[src/rtl/control_sequencer.sv]
`default_nettype none
// ============================================================================
//  Module      : control_sequencer
//  Description : Fetch/decode/execute sequencer for a small bus machine.
//                It fetches one instruction byte at a time from memory over
//                the shared bus, then steps through decode, execute and
//                operand-fetch phases. Its outputs are one-hot strobes that
//                load bus registers from the bus and drive them onto the bus.
//                Encoding: op = ir[7:6], rd = ir[5:4], rs = ir[3:2].
//                  00 NOP, 01 MOV rd<-rs, 10 LDI rd<-next byte, 11 HLT
//  Revision    : 1.0  initial release
// ============================================================================
module control_sequencer #(
    parameter int WIDTH = 8,
    parameter int NREG  = 4
) (
    input  logic             clk,
    input  logic             reset_n,
    input  logic [WIDTH-1:0] bus_in,
    output logic             fetch_req,
    input  logic             fetch_ack,
    output logic [WIDTH-1:0] pc,
    output logic [NREG-1:0]  reg_read_enable,
    output logic [NREG-1:0]  reg_write_enable,
    output logic             halted
);

    // ------------------------------------------------------------------------
    // Opcode encoding and increment constant
    // ------------------------------------------------------------------------
    localparam logic [1:0] OP_NOP = 2'b00;
    localparam logic [1:0] OP_MOV = 2'b01;
    localparam logic [1:0] OP_LDI = 2'b10;
    localparam logic [1:0] OP_HLT = 2'b11;

    localparam logic [WIDTH-1:0] PC_ONE = {{(WIDTH-1){1'b0}}, 1'b1};

    typedef enum logic [2:0] {
        ST_FETCH   = 3'd0,
        ST_DECODE  = 3'd1,
        ST_EXEC    = 3'd2,
        ST_OPERAND = 3'd3,
        ST_HALT    = 3'd4
    } state_t;

    state_t           state;
    state_t           next_state;
    logic [WIDTH-1:0] ir;

    logic [1:0] op;
    logic [1:0] rd;
    logic [1:0] rs;

    // Decode only looks at ir[7:2]. Bits 1:0 and any bits above 7 are
    // ignored. This sink keeps the whole register visibly referenced.
    logic unused_ir_bits;

    assign op             = ir[7:6];
    assign rd             = ir[5:4];
    assign rs             = ir[3:2];
    assign unused_ir_bits = ^ir;

    // A memory handshake completes only in the two states that request one.
    // An ack seen in any other state has no effect.
    logic fetch_done;
    logic operand_done;

    assign fetch_done   = (state == ST_FETCH)   && fetch_ack;
    assign operand_done = (state == ST_OPERAND) && fetch_ack;

    // Convert a 2-bit register index into an NREG-wide one-hot strobe.
    // An index beyond NREG-1 gives no strobe.
    function automatic logic [NREG-1:0] index_to_onehot(input logic [1:0] idx);
        logic [NREG-1:0] vec;
        vec = '0;
        for (int i = 0; i < NREG; i++) begin
            if (int'(idx) == i) begin
                vec[i] = 1'b1;
            end
        end
        return vec;
    endfunction

    // State register. The FSM returns to FETCH asynchronously on reset.
    always_ff @(posedge clk or negedge reset_n) begin
        if (!reset_n) begin
            state <= ST_FETCH;
        end else begin
            state <= next_state;
        end
    end

    // Program counter and instruction register.
    // These advance only on edges where a memory handshake completes.
    always_ff @(posedge clk or negedge reset_n) begin
        if (!reset_n) begin
            pc <= '0;
            ir <= '0;
        end else begin
            if (fetch_done || operand_done) begin
                pc <= pc + PC_ONE;
            end
            if (fetch_done) begin
                ir <= bus_in;
            end
        end
    end

    // Next-state logic.
    always_comb begin
        next_state = state;
        case (state)
            ST_FETCH: begin
                if (fetch_ack) begin
                    next_state = ST_DECODE;
                end
            end
            ST_DECODE: begin
                case (op)
                    OP_NOP:  next_state = ST_FETCH;
                    OP_MOV:  next_state = ST_EXEC;
                    OP_LDI:  next_state = ST_OPERAND;
                    OP_HLT:  next_state = ST_HALT;
                    default: next_state = ST_FETCH;
                endcase
            end
            ST_EXEC: begin
                next_state = ST_FETCH;
            end
            ST_OPERAND: begin
                if (fetch_ack) begin
                    next_state = ST_FETCH;
                end
            end
            ST_HALT: begin
                next_state = ST_HALT;
            end
            default: begin
                next_state = ST_FETCH;
            end
        endcase
    end

    // Output decode.
    // Every output is gated by reset_n, so asserting reset silences the
    // strobes within the same cycle. A register load that is in flight when
    // reset hits therefore never completes.
    always_comb begin
        fetch_req        = 1'b0;
        reg_read_enable  = '0;
        reg_write_enable = '0;
        halted           = 1'b0;
        if (reset_n) begin
            case (state)
                ST_FETCH: begin
                    fetch_req = 1'b1;
                end
                ST_EXEC: begin
                    // Driving and loading the same register leaves it
                    // unchanged, so a self-move issues no strobes at all.
                    // This also keeps read and write off the same index.
                    if (rd != rs) begin
                        reg_write_enable = index_to_onehot(rs);
                        reg_read_enable  = index_to_onehot(rd);
                    end
                end
                ST_OPERAND: begin
                    fetch_req = 1'b1;
                    // Load the destination only while memory holds the
                    // operand byte valid on the bus.
                    if (fetch_ack) begin
                        reg_read_enable = index_to_onehot(rd);
                    end
                end
                ST_HALT: begin
                    halted = 1'b1;
                end
                default: begin
                    fetch_req = 1'b0;
                end
            endcase
        end
    end

endmodule
`default_nettype wire
[config.mk]
export PLATFORM = sky130hd
export DESIGN_NAME = control_sequencer
export DESIGN_NICKNAME = d
export VERILOG_FILES = /design/src/rtl/control_sequencer.sv
export SDC_FILE = /design/constraint.sdc
export NUM_CORES = 1
export LEC_CHECK = 0
export CAP_MARGIN = 25
export CORE_MARGIN = 1
export CORE_UTILIZATION = 49
export DETAILED_ROUTE_END_ITERATION = 8
export GPL_TIMING_DRIVEN = 1
export MAX_ROUTING_LAYER = met4
export PLACE_DENSITY = 0.83
export SETUP_SLACK_MARGIN = 0.3
export SYNTH_ARGS = -nofsm -noshare
export SYNTH_HDL_FRONTEND = slang
export SYNTH_SLANG_ARGS = --single-unit
[constraint.sdc]
create_clock -name clk -period 3 [get_ports clk]
set_input_delay 0.6 -clock clk [delete_from_list [all_inputs] [get_ports clk]]
set_output_delay 0.6 -clock clk [all_outputs]
set_load 0.03 [all_outputs]
==> flow_summary.rst <==
.. list-table::
   :header-rows: 1

   * - Metric
     - Value
   * - Number of remaining DRC errors
     - 0
   * - Switching component of the power
     - ~540 uW
   * - Net count reported at finish
     - 133
   * - Worst vdd ir
     - 0.455 mV
   * - Min-Delay Path Class
     - flop to flop
   * - Number of failing setup endpoints in the final timing report
     - 0
   * - Root Driver
     - sky130_fd_sc_hd__clkbuf_4
   * - Starting density of the core
     - 0.535
   * - Core utilization of the finished layout
     - 0.701
   * - Number of hold-slack violations in the final timing report
     - 0
   * - Core Region
     - 1760 um^2
   * - Pre-antenna DRT Iters
     - 4
   * - Pwr dens
     - around 960 nW/um^2
   * - Number of cell rows
     - 15
   * - Transition time at the pin with the least slew margin
     - 475 ps
   * - DIE AREA
     - roughly 2100 um^2
   * - Final setup margin
     - 377 ps
   * - Share of cells above drive strength 1
     - 0.246
   * - Via-to-Cell Ratio
     - about 5.4
   * - Highest routing layer actually used
     - met4
   * - Worst slew margin relative to its limit
     - 0.683
   * - Critical Path Sink Type
     - output port
   * - TritonCTS clock tree
     - done
   * - Sequential area share after synthesis
     - 0.450
   * - Multi-input gate area
     - 487 um^2
   * - Reg2reg start
     - state[0]$_DFFE_PN0P_
   * - Gr usage total
     - 0.204
   * - Clock Skews
     - 7.66 ps
   * - WL met3
     - 86 um
   * - Shortest period the worst path allows
     - 2620 ps
   * - Routed length per instance
     - 12.3 um
   * - Count of fill cells added during filler insertion
     - 150
   * - Clock network latency to the later pin of the worst-skew pair
     - 300 ps
   * - Estimated wirelength of the detail-placed design
     - approximately 1.3 mm
   * - Switching power as a share of total power
     - 0.452
   * - Count of mapped cells out of synthesis
     - 89
   * - Number of ports placed on the die boundary
     - 29
   * - Largest net degree at the start of global routing
     - 20
   * - Overall die height
     - 45.9 um
   * - Total negative slack for setup checks
     - 0 ps
   * - TritonCTS buffer count
     - 3
   * - Static power due to leakage
     - 0.545 nW
   * - Internal power
     - between 600 and 700 uW
   * - Number of synthesized register bits
     - 17
   * - Cell Area, Synth
     - 945 um^2
   * - Pre-CTS setup slack
     - around 300 ps
   * - Post-route ant nets
     - 0
   * - Clk network pwr share
     - 0.105
   * - Average cell area after synthesis
     - between 10 and 15 um^2
   * - Dominant register cell in the synthesized netlist
     - sky130_fd_sc_hd__dfrtp_1
   * - Startpoint of the worst hold path
     - pc[7]$_DFFE_PN0P_
   * - Maximum clock insertion buffer count
     - 2
   * - Number of violations reported at the end of detailed-routing iteration 0
     - 15
   * - Total number of vias
     - around 770
   * - Sequential cell area
     - 425 um^2
   * - Wire length of the first global-routing pass
     - 2.94 mm
   * - Critical path data arrival time
     - 2020 ps
   * - Required arrival time at the worst endpoint
     - 2400 ps
   * - Number of global-route vias before repair
     - 690
   * - Period utilization
     - 0.874
   * - Share of async-settable or async-resettable flops after synthesis
     - 1.00
   * - Unrepaired setup endpoints after global routing
     - no
   * - Worst setup path class
     - input pin to output port
   * - Number of antenna violations at the first check in global routing
     - 0
   * - Post-Route WL
     - 1.75 mm
   * - H-tree levels
     - 1
   * - Routed metal-1 wire length
     - between 700 and 800 um
   * - Nets in the synthesized netlist
     - 103
   * - Clock sink total
     - 17
   * - Slew Viols, Final
     - 0
   * - Final antenna diode count
     - 0
   * - Post-CTS Hold Fix Bufs
     - 0
   * - Congestion Overflow GR
     - 0
   * - Critical path launch point
     - reset_n
   * - Die boundary width
     - 45.9 um
   * - Combinational fraction of design power
     - 0.488
   * - Count of port buffers added during placement
     - 26
   * - EDFF count, synth
     - 0
   * - Status
     - finished clean
   * - Post-Route Hold Slack
     - approximately 470 ps
   * - Number of warnings reported in the yosys synthesis log
     - 0
   * - Maximum Capacitance Violations
     - 0
   * - Sequential fraction of design power
     - 0.407
   * - Gpl congestion
     - 0.836
   * - Yosys cell types
     - 25
   * - Routed wl met2
     - 910 um
   * - Top fanout value on the critical path
     - 3
   * - Clock-pin slew of the registers on the worst-case setup and hold paths
     - 90 ps
   * - Sort of element at the start of the critical path
     - input pin
   * - Area delta synth->final
     - 30.9%
   * - Timing-limited maximum frequency
     - 381 MHz
-- registers in the layout (all words and copies together), names as in the netlist --
signal and count:
pc 8, state 3, ir 6
-- per-stage QoR --
step / power [mW] / cell area [um^2] / cells
final: 1.19 / 1240 / 143
after global routing: 1.28 / 1240 / 143
after CTS: 1.19 / 1220 / 142
after detailed placement: 1.06 / 1190 / 138
after global placement: 1.03 / 1190 / 138
after floorplan: 0.896 / 945 / 89
-- final timing paths --
check	end	slack (ps)	cells past startpoint
hold / removal	pc[7]$_DFFE_PN0P_	470	1
max in group asynchronous	ir[7]$_DFFE_PN0P_	2120	2
setup reg to reg	pc[1]$_DFFE_PN0P_	1490	3
setup / recovery	reg_read_enable[3]	380	5
min in group asynchronous	ir[3]$_DFFE_PN0P_	680	2
hold reg to reg	pc[7]$_DFFE_PN0P_	470	1
-- worst max-delay path, cell delays in order --
cell	delay [ps]
sky130_fd_sc_hd__clkdlybuf4s50_1	500
sky130_fd_sc_hd__nor2b_2	210
sky130_fd_sc_hd__o211ai_1	190
sky130_fd_sc_hd__a311oi_2	320
sky130_fd_sc_hd__buf_4	200
-- kinds of logic after synthesis --
group / share of synthesized area
compound gates: 0.0517
flops: 0.450
mux: 0.0834
buf+inv: 0.0437
simple gates: 0.237
fa+ha+maj: 0.0397
xor+xnor: 0.0940
-- power groups by stage --
stage / sequential [mW] / clock (mW) / combinational, mW
2_1_floorplan: 0.483 / 0 / 0.413
3_3_place_gp: 0.477 / 0 / 0.556
3_5_place_dp: 0.485 / 0 / 0.572
4_1_cts: 0.480 / 0.130 / 0.577
5_1_grt: 0.503 / 0.141 / 0.641
6_report: 0.483 / 0.125 / 0.580
-- layout by cell type, fill, tap and decap left out --
| master | instances |
|---|---|
| sky130_fd_sc_hd__nor3_4 | 1 |
| sky130_fd_sc_hd__buf_4 | 12 |
| sky130_fd_sc_hd__nor4_1 | 4 |
| sky130_fd_sc_hd__a311oi_2 | 1 |
| sky130_fd_sc_hd__a21oi_1 | 3 |
| sky130_fd_sc_hd__nor3b_1 | 4 |
| sky130_fd_sc_hd__nand2_1 | 7 |
| sky130_fd_sc_hd__nor2b_2 | 1 |
| sky130_fd_sc_hd__ha_1 | 3 |
| sky130_fd_sc_hd__dfrtp_1 | 17 |
| sky130_fd_sc_hd__clkbuf_4 | 3 |
| sky130_fd_sc_hd__and3_2 | 1 |
| sky130_fd_sc_hd__o21ai_0 | 2 |
| sky130_fd_sc_hd__clkdlybuf4s50_1 | 16 |
| sky130_fd_sc_hd__mux2_2 | 7 |
| sky130_fd_sc_hd__nand4_1 | 2 |
| sky130_fd_sc_hd__inv_1 | 4 |
| sky130_fd_sc_hd__nand3_1 | 2 |
| sky130_fd_sc_hd__o211ai_1 | 1 |
| sky130_fd_sc_hd__clkinv_2 | 1 |
| sky130_fd_sc_hd__nor3_1 | 5 |
| sky130_fd_sc_hd__xor2_1 | 7 |
| sky130_fd_sc_hd__nand2b_1 | 3 |
| sky130_fd_sc_hd__o31ai_1 | 1 |
| sky130_fd_sc_hd__xor2_4 | 1 |
| sky130_fd_sc_hd__nand3b_2 | 1 |
| sky130_fd_sc_hd__nor2b_1 | 2 |
| sky130_fd_sc_hd__nor2_1 | 6 |
-- repair_timing --
action | CTS | global route
gates cloned | 0 | 0
endpoints found under the hold margin | 0 | 0
setup buffers | 0 | 1
gates resized for setup | 1 | 1
setup endpoints to repair | 1 | 1
-- synthesized netlist by cell type, types with 2 or more instances --
| library cell | n | area (um^2) |
|---|---|---|
| sky130_fd_sc_hd__nand2b_1 | 3 | 18.8 |
| sky130_fd_sc_hd__dfrtp_1 | 17 | 425 |
| sky130_fd_sc_hd__a21oi_1 | 3 | 15.0 |
| sky130_fd_sc_hd__mux2_2 | 7 | 78.8 |
| sky130_fd_sc_hd__nor3b_1 | 4 | 30.0 |
| sky130_fd_sc_hd__o21ai_0 | 2 | 10.0 |
| sky130_fd_sc_hd__nand3_1 | 2 | 10.0 |
| sky130_fd_sc_hd__nor3_1 | 5 | 25.0 |
| sky130_fd_sc_hd__nor2_1 | 6 | 22.5 |
| sky130_fd_sc_hd__inv_1 | 4 | 15.0 |
| sky130_fd_sc_hd__nand4_1 | 2 | 12.5 |
| sky130_fd_sc_hd__nor4_1 | 4 | 25.0 |
| sky130_fd_sc_hd__nand2_1 | 7 | 26.3 |
| sky130_fd_sc_hd__buf_6 | 2 | 22.5 |
| sky130_fd_sc_hd__xor2_1 | 7 | 61.3 |
| sky130_fd_sc_hd__ha_1 | 3 | 37.5 |
| sky130_fd_sc_hd__nor2b_1 | 3 | 18.8 |
-- final cells by class --
cell class                      instances  share of cell area
Inverter                                4              0.0121
Clock buffer                            3              0.0182
Sequential cell                        17               0.344
Tap cell                               25              0.0253
Clock inverter                          1             0.00405
Multi-Input combinational cell         65               0.394
Timing Repair Buffer                   28               0.202
-- per-layer routing --
layer | global-route usage | up-vias
li1 | - | 367
met1 | 0.236 | 369
met2 | 0.327 | 32
met3 | 0.0516 | 5
met4 | 0.0941 | 0
met5 | - | -
(Power assumes the default switching activity.)
